### src/rtl/tt_asiclab_pkg.sv
// ----------------------------------------------------------------------------
// tt_asiclab_pkg
// Shared constants and types for the nibble un-sum tile.
//   SUM_W / OP_W   : width of the sum operand / recovered operand
//   CNT_W          : width of the serial step counter
//   pin indices    : bit positions of handshake signals on uio_in / uio_out
//   UIO_OE_MASK    : fixed output-enable pattern for the bidirectional pins
//   state_t        : control FSM states
// ----------------------------------------------------------------------------
package tt_asiclab_pkg;

   localparam int SUM_W = 5;
   localparam int OP_W  = 4;
   localparam int CNT_W = 3;

   localparam int IN_VALID  = 0;
   localparam int IN_READY  = 1;
   localparam int OUT_VALID = 2;
   localparam int BUSY      = 3;
   localparam int OUT_ACK   = 4;

   localparam logic [7:0] UIO_OE_MASK = 8'b0000_1110;

   typedef enum logic [1:0] {
      IDLE  = 2'd0,
      GET_A = 2'd1,
      CALC  = 2'd2,
      DONE  = 2'd3
   } state_t;

endpackage

### src/rtl/asiclab_serial_sub.sv
// ----------------------------------------------------------------------------
// asiclab_serial_sub
// One-bit full subtractor with a registered borrow, used LSB-first to compute
// s - a one bit per clock.
//   clk, rst_n : clock, synchronous active-low reset
//   clr        : synchronously clears the borrow before a new subtraction
//   en         : advances one bit step (borrow register takes b_out)
//   s_bit      : current minuend bit
//   a_bit      : current subtrahend bit
//   d_bit      : difference bit for this step (combinational)
//   b_out      : borrow out of this step (combinational)
// ----------------------------------------------------------------------------
module asiclab_serial_sub (
   input  logic clk,
   input  logic rst_n,
   input  logic clr,
   input  logic en,
   input  logic s_bit,
   input  logic a_bit,
   output logic d_bit,
   output logic b_out
);

   logic borrow;

   assign d_bit = s_bit ^ a_bit ^ borrow;
   assign b_out = (~s_bit & a_bit) | (~(s_bit ^ a_bit) & borrow);

   // NOTE: reset is sampled on the clock edge only (synchronous), so rst_n
   // is deliberately absent from the sensitivity list.
   always_ff @(posedge clk) begin
      if (!rst_n) begin
         // NOTE: sequential state uses non-blocking assignments so every
         // register sees pre-edge values regardless of statement order.
         borrow <= 1'b0;
      end else if (clr) begin
         borrow <= 1'b0;
      end else if (en) begin
         borrow <= b_out;
      end
   end

endmodule

### src/rtl/tt_um_asiclab_nibble_unsum.sv
// ----------------------------------------------------------------------------
// tt_um_asiclab_nibble_unsum
// Recovers B = S - A from a 5-bit sum S and a 4-bit operand A delivered as two
// valid/ready beats, using a bit-serial subtractor (one bit per clock). The
// result B and a range flag are held on uo_out until the host acknowledges.
//   clk, rst_n : clock, synchronous active-low reset
//   ui_in      : beat data; S on [4:0] in the first beat, A on [3:0] in the second
//   uio_in     : [0]=in_valid, [4]=out_ack
//   uio_out    : [1]=in_ready, [2]=out_valid, [3]=busy, other bits 0
//   uio_oe     : constant 8'b0000_1110
//   uo_out     : [3:0]=B, [4]=flag (no valid 4-bit B: S<A or S-A>15), [7:5]=0
//   ena        : unused
// ----------------------------------------------------------------------------
module tt_um_asiclab_nibble_unsum
   import tt_asiclab_pkg::*;
(
   input  logic       clk,
   input  logic       rst_n,
   input  logic       ena,
   input  logic [7:0] ui_in,
   input  logic [7:0] uio_in,
   output logic [7:0] uio_out,
   output logic [7:0] uio_oe,
   output logic [7:0] uo_out
);

   state_t             state;
   state_t             state_nxt;

   logic [SUM_W-1:0]   s_sh;     // minuend, shifted right one bit per step
   logic [SUM_W-1:0]   a_sh;     // subtrahend, shifted right one bit per step
   logic [OP_W-1:0]    d_sh;     // difference bits collected MSB-in
   logic [CNT_W-1:0]   cnt;      // serial step counter
   logic [OP_W:0]      res_q;    // {flag, B} presented on uo_out

   logic in_valid;
   logic out_ack;
   logic take_s;
   logic take_a;
   logic step;
   logic last_step;
   logic d_bit;
   logic b_out;

   assign in_valid  = uio_in[IN_VALID];
   assign out_ack   = uio_in[OUT_ACK];

   // Beats are only consumed in the two input states, so in_valid seen in
   // CALC/DONE falls through without effect.
   assign take_s    = in_valid && (state == IDLE);
   assign take_a    = in_valid && (state == GET_A);
   assign step      = (state == CALC);
   assign last_step = step && (cnt == CNT_W'(SUM_W - 1));

   // ------------------------------------------------------------------
   // Control FSM
   // ------------------------------------------------------------------
   always_ff @(posedge clk) begin
      if (!rst_n) begin
         state <= IDLE;
      end else begin
         state <= state_nxt;
      end
   end

   always_comb begin
      // NOTE: defaulting every output of a combinational block first keeps
      // unlisted paths from inferring latches.
      state_nxt = state;
      unique case (state)
         IDLE:    if (in_valid)  state_nxt = GET_A;
         GET_A:   if (in_valid)  state_nxt = CALC;
         CALC:    if (last_step) state_nxt = DONE;
         DONE:    if (out_ack)   state_nxt = IDLE;
         default:                state_nxt = IDLE;
      endcase
   end

   // ------------------------------------------------------------------
   // Serial subtractor
   // ------------------------------------------------------------------
   asiclab_serial_sub u_sub (
      .clk   (clk),
      .rst_n (rst_n),
      .clr   (take_a),
      .en    (step),
      .s_bit (s_sh[0]),
      .a_bit (a_sh[0]),
      .d_bit (d_bit),
      .b_out (b_out)
   );

   // ------------------------------------------------------------------
   // Operand shift registers, counter and result register
   // ------------------------------------------------------------------
   always_ff @(posedge clk) begin
      if (!rst_n) begin
         s_sh  <= '0;
         a_sh  <= '0;
         d_sh  <= '0;
         cnt   <= '0;
         res_q <= '0;
      end else begin
         if (take_s) begin
            s_sh <= ui_in[SUM_W-1:0];
         end
         if (take_a) begin
            a_sh <= SUM_W'(ui_in[OP_W-1:0]);
            cnt  <= '0;
         end
         if (step) begin
            s_sh <= s_sh >> 1;
            a_sh <= a_sh >> 1;
            d_sh <= {d_bit, d_sh[OP_W-1:1]};
            cnt  <= cnt + CNT_W'(1);
            // On the last step d_sh already holds d[3:0]; the live bit is
            // d[4]. A final borrow means S<A, d[4] without borrow means S-A>15.
            if (last_step) begin
               res_q <= {b_out | d_bit, d_sh};
            end
         end
      end
   end

   // ------------------------------------------------------------------
   // Outputs: all registered or decoded from state, never from ui_in
   // ------------------------------------------------------------------
   always_comb begin
      uio_out            = '0;
      uio_out[IN_READY]  = (state == IDLE) || (state == GET_A);
      uio_out[OUT_VALID] = (state == DONE);
      uio_out[BUSY]      = (state == CALC);
   end

   assign uio_oe = UIO_OE_MASK;
   assign uo_out = {{(8 - OP_W - 1){1'b0}}, res_q};

   logic unused_ok;
   assign unused_ok = &{1'b0, ena, ui_in[7:SUM_W], uio_in[7:5], uio_in[3:1]};

endmodule
### config.mk
export PLATFORM = sky130hd
export DESIGN_NAME = tt_um_asiclab_nibble_unsum
export DESIGN_NICKNAME = d
export VERILOG_FILES = /design/src/rtl/tt_asiclab_pkg.sv /design/src/rtl/asiclab_serial_sub.sv /design/src/rtl/tt_um_asiclab_nibble_unsum.sv
export SDC_FILE = /design/constraint.sdc
export NUM_CORES = 1
export LEC_CHECK = 0
export ABC_AREA = 1
export CAP_MARGIN = 20
export CORE_MARGIN = 5
export CORE_UTILIZATION = 43
export DETAILED_ROUTE_END_ITERATION = 8
export PLACE_DENSITY = 0.76
export SYNTH_ARGS = -nofsm -noshare
export SYNTH_HDL_FRONTEND = slang
export SYNTH_HIERARCHICAL = 1
export SYNTH_SLANG_ARGS = --single-unit
### constraint.sdc
create_clock -name clk -period 1.6 [get_ports clk]
set_input_delay 0.32 -clock clk [delete_from_list [all_inputs] [get_ports clk]]
set_output_delay 0.32 -clock clk [all_outputs]
set_load 0.01 [all_outputs]
Yosys cells after proc, flatten, opt, wreduce, memory -nomap -nowiden --
Index checks and enable logic that the tools add are counted.
Storage, ports and cells: word-level logic and storage cells 48, input port bits 19, flip-flop bits (word level) 24, output and inout port bits 24
Cells by class: $add $sub $neg 1, multiplexer cells 11, equality and inequality tests 8, reduce and logical (&&, ||, !) cells 11, bitwise logic cells 9
Operators by type and width (number):
- $mux W4 | 4
- $mux W2 | 4
- $pmux W2 S4 | 1
- $mux W3 | 2
- $ne A2 B2 Y1 const B | 3
- $eq A2 B2 Y1 const B | 2
- $reduce_and A4 Y1 | 1
- $reduce_bool A2 Y1 | 2
- $reduce_or A2 Y1 | 2
- $add A3 B1 Y3 const B | 1
- $eq A3 B3 Y1 const B | 1
- $logic_and A1 B1 Y1 | 3
- $not A1 Y1 | 3
- $and A1 B1 Y1 | 2
- $eq A2 B1 Y1 const B | 1
- $logic_not A2 Y1 | 1
- $ne A2 B1 Y1 const B | 1
- $or A1 B1 Y1 | 2
- $reduce_and A2 Y1 | 1
- $xor A1 B1 Y1 | 2
- $logic_or A1 B1 Y1 | 1

Logic depth before layout (Yosys ltp) --
depth in word-level cells 5, mapped depth 8, mapped depth without buffers 8

Cells and area by module --
The synthesis kept the hierarchy.
By module, submodules not included:
- tt_um_asiclab_nibble_unsum | area each 1224.9 um^2, sequential area each 460.4 um^2, cells an instance 167, times used 1
- asiclab_serial_sub | area each 71.3 um^2, sequential area each 20.0 um^2, cells an instance 10, times used 1

Least setup slack after synthesis --
No wires, ideal clock.
path type reg-to-reg, start reg state[0], end reg s_sh[4], required time 1512 ps, period minus slack after synthesis 1274 ps, arrival time 1187 ps, setup time 88 ps, stages on the path, launching flop included 6, path buffers 2, path slack 326 ps, cells stage by stage dfxtp_1 > inv_1 > ha_1 > buf_6 > buf_6 > nor4_2
Between the ends: cells in the longest elaborated chain, start to end 2, elaborated cells between the ends (all ways) 4, classes of those cells 1 x eq/ne; 3 x reduce/logical
Ends and longest elaborated chain:
- from (decl) | line tt_um_asiclab_nibble_unsum.sv:27 | state_t state;
- from (signal assigned) | line tt_um_asiclab_nibble_unsum.sv:62 | state <= state_nxt;
- $eq A2 B2 Y1 | line tt_um_asiclab_nibble_unsum.sv:52 | assign step = (state == CALC);
- named net step | line tt_um_asiclab_nibble_unsum.sv:40 | logic step;
- $reduce_or A2 Y1 (no source line)
- to (signal assigned) | line tt_um_asiclab_nibble_unsum.sv:105 | s_sh <= ui_in[SUM_W-1:0];
- to (signal assigned) | line tt_um_asiclab_nibble_unsum.sv:112 | s_sh <= s_sh >> 1;
- to (decl) | line tt_um_asiclab_nibble_unsum.sv:30 | logic [SUM_W-1:0] s_sh;
The timed path passes the listed nets, and every way through them passes these cells. A chain may end at the register's enable or synchronous reset.

Final worst setup path --
start reg state[0], end out uio_out[1]
Between the ends: cells in the longest elaborated chain, start to end 2, elaborated cells between the ends (all ways) 3, classes of those cells 1 x eq/ne; 2 x reduce/logical
Ends and longest elaborated chain:
- $eq A2 B1 Y1 or $logic_not A2 Y1 (tied branches) | line tt_um_asiclab_nibble_unsum.sv:130 | uio_out[IN_READY] = (state == IDLE) || (state == GET_A);
- $logic_or A1 B1 Y1 * | line tt_um_asiclab_nibble_unsum.sv:130
- to (decl) | line tt_um_asiclab_nibble_unsum.sv:22 | output logic [7:0] uio_out,
Every way passes the cells marked *; elsewhere a longest branch is shown, timed or not.

==> out/qor.txt <==
Via Count - 1072
initial antenna violation count - 0
Placeable Area - 2978 um2
syn_area_per_cell - 7.323 um2
Compound-Gate Fraction of Synth Area - 0.1071
Worst-path clk slew - 0.13 ns
clk buf depth - 2
# DRC - 0
clock network power share - 0.196
GRT Overall Usage - 0.1128
CTS root buffer - clkbuf_4
Sw Pwr - 0.0008058 W
Arrival @ worst endpoint - 1.21 ns
Crit. End Element - output pin
grt total ovfl - 0
Final Setup Violations - 0
I/O pin total - 43
first drt pass iteration count - 4
LEAKAGE - 0.7189 nW
min Tclk post-route - 1.534 ns
CTS Buf Count - 3
Reg power frac - 0.359
GPL Wtd Cong - 0.8083
worst skew pair latency - 0.32 ns
fmax - 651.7 MHz
Post-Route WL - 2297 um
CTS tree - built
area grow syn2layout - 20.08%
final hold viol count - 0
CP Class - register to output pin
Simple-Gate Fraction of Synth Area - 0.2471
synthesis-stage register bit count - 24
Final #Nets - 228
P_int - 0.001425 W
Worst Setup Start Kind - register
Vias/cell - 4.601
largest net degree at the start of global routing - 23
cells after synthesis - 177
Final Core Density - 0.5227
first-pass GRT wire length - 3739 um
Clock Skews - 0.003427 ns
Chip Height - 64.91 um
Die W - 64.91 um
final worst setup slack - 0.06557 ns
Iteration-0 DRC Markers - 71
ANT nets after route - 0
initial core utilization - 0.4353
HP Class - register to register
Filler cells - 293
diodes inserted - 0
vias in the first global route - 890
status - completed
H-tree depth - 1
Synth Cell Area - 1296 um2
Req. time, crit path - 1.28 ns
Place WS - -0.0009932 ns
area of the multi-input gates - 651.9 um2
slowest cell on the critical path - dfxtp_2
maxcap violations - 0
Ys Warns - 6
# clock sinks - 24
ratio of cells with drive above 1 in the final layout - 0.1600
FP Rows - 20
period utilization - 0.9590
Port Buf Inserts - 16
PwrDens - 1433 nW/um2
mux contribution to synthesized area - 0
register area share after synthesis - 0.3707
post-synthesis xor/xnor area fraction - 0
RSZ-0062 raised after global routing - true
CP cell instances - buf_6 -> ha_4 -> nor2_4 -> inv_1 -> buf_2
Avg WL per Cell - 9.858 um
VDD IR-drop max - 0.6311 mV
CTS Hold Bufs - 0
Reg area - 483.0 um2
total power - 0.002231 W
Slew Limit Fails - 0
largest family of logic cells by synthesized area - simple AND/OR/NAND/NOR gates
Synth Area in Adders - 0.08301
HPWL after DPL - 1662 um
largest fanout on the critical path - 3
Yosys cell types - 22
Comb power frac - 0.445
Switching Fraction - 0.3613
Die ar. - 4213 um2
largest stage delay on the critical path - 0.36 ns
[synth_stat cells]
library cell | number | area, um2
dfxtp_1 | 24 | 480.5
a21oi_1 | 13 | 65.06
nand3_1 | 1 | 5.000
nor2_4 | 1 | 11.26
nand2_1 | 47 | 176.4
nand4_1 | 2 | 12.51
inv_1 | 19 | 71.32
o21ai_1 | 2 | 10.01
nor4_2 | 1 | 12.51
buf_4 | 17 | 127.6
conb_1 | 2 | 7.510
nor2_2 | 1 | 6.260
buf_6 | 2 | 22.52
o21ai_0 | 4 | 20.02
ha_1 | 7 | 87.58
nor2_1 | 18 | 67.56
a31oi_1 | 7 | 43.79
inv_2 | 4 | 15.01
fa_1 | 1 | 20.02
nand2_4 | 2 | 22.52
nand2_2 | 1 | 6.260
buf_2 | 1 | 5.000
[final cells by class]
type / instances / share of cell area
clock buffer: 3 / 0.01447
clock inverter: 1 / 0.01929
inverter: 23 / 0.05707
multi-input combinational: 124 / 0.4188
sequential: 24 / 0.3103
tap: 33 / 0.02653
timing repair buffer: 25 / 0.1535
[power groups by stage]
stage	registers [W]	clock network [W]	logic, W
finish	0.000800	0.000438	0.000993
CTS	0.000798	0.000455	0.000952
floorplan	0.000797	0	0.000666
detailed placement	0.000807	0	0.000872
global placement	0.000804	0	0.000857
global route	0.000818	0.000481	0.00113
[worst max-delay path: cells and delay by family, from the launching register on]
kind | cells | cell delay (ns)
buffers and inverters | 3 | 0.28
and+or+nand+nor | 1 | 0.10
adders and majority gates | 1 | 0.16
DFF | 1 | 0.36
[logic make-up (layout without fill, tap and decap cells)]
| logic type | after synthesis | count (layout) |
|---|---|---|
| and+or+nand+nor | 74 | 74 |
| buffers and inverters | 43 | 52 |
| AOI/OAI and AO/OA | 26 | 26 |
| DFF | 24 | 24 |
| adders and majority gates | 8 | 8 |
| other | 2 | 16 |
[sequential cells by signal, summed over array words and instances (netlist names)]
| name | count |
|---|---|
| u_sub/borrow | 1 |
| cnt | 3 |
| s_sh | 5 |
| res_q | 5 |
| d_sh | 4 |
| a_sh | 4 |
| state | 2 |
[path summary, 6_finish.rpt]
kind         startpoint         end  slack [ns]  cells after the start
max            state[0]  uio_out[1]        0.07                      5
min            res_q[3]    res_q[3]        0.47                      2
max reg2reg    state[1]    state[0]        0.12                     10
min reg2reg    res_q[3]    res_q[3]        0.47                      2
[layer usage]
metal	routed length (um)	GRT usage	vias up
met3	144	0.03120	4
met1	1032	0.1323	477
met5	0	0	-
met4	29	0.04749	0
li1	-	-	561
met2	1091	0.1916	30
[placed cells by master (no fill, tap or decap), drive strengths merged]
cell type	Yosys	routed
buf	20	10
bufinv	0	1
inv	23	23
clkdlybuf4s15	0	1
a21oi	13	13
nor4	1	1
clkdlybuf4s50	0	11
nand3	1	1
nand2	50	50
nand4	2	2
clkbuf	0	4
a31oi	7	7
dfxtp	24	24
conb	2	16
o21ai	6	6
nor2	20	20
fa	1	1
ha	7	7
dlymetal6s2s	0	2
[metrics by stage]
step           hold slack, ns  instance area (um2)  instances    TNS [ns]
5_1_grt                0.4838                 1556        233    -0.02833
6_report               0.4656                 1556        233           0
3_3_place_gp           0.4465                 1445        225           0
2_1_floorplan          0.4390                 1349        191           0
4_1_cts                0.4694                 1534        233           0
3_5_place_dp           0.4495                 1445        225  -0.0009932
[timing repair]
action	CTS	global route
setup endpoints to repair	4	8
resized for setup	14	9
pin swaps	1	1
setup buffers	4	0
No activity file was read; power rests on OpenSTA's default activity.
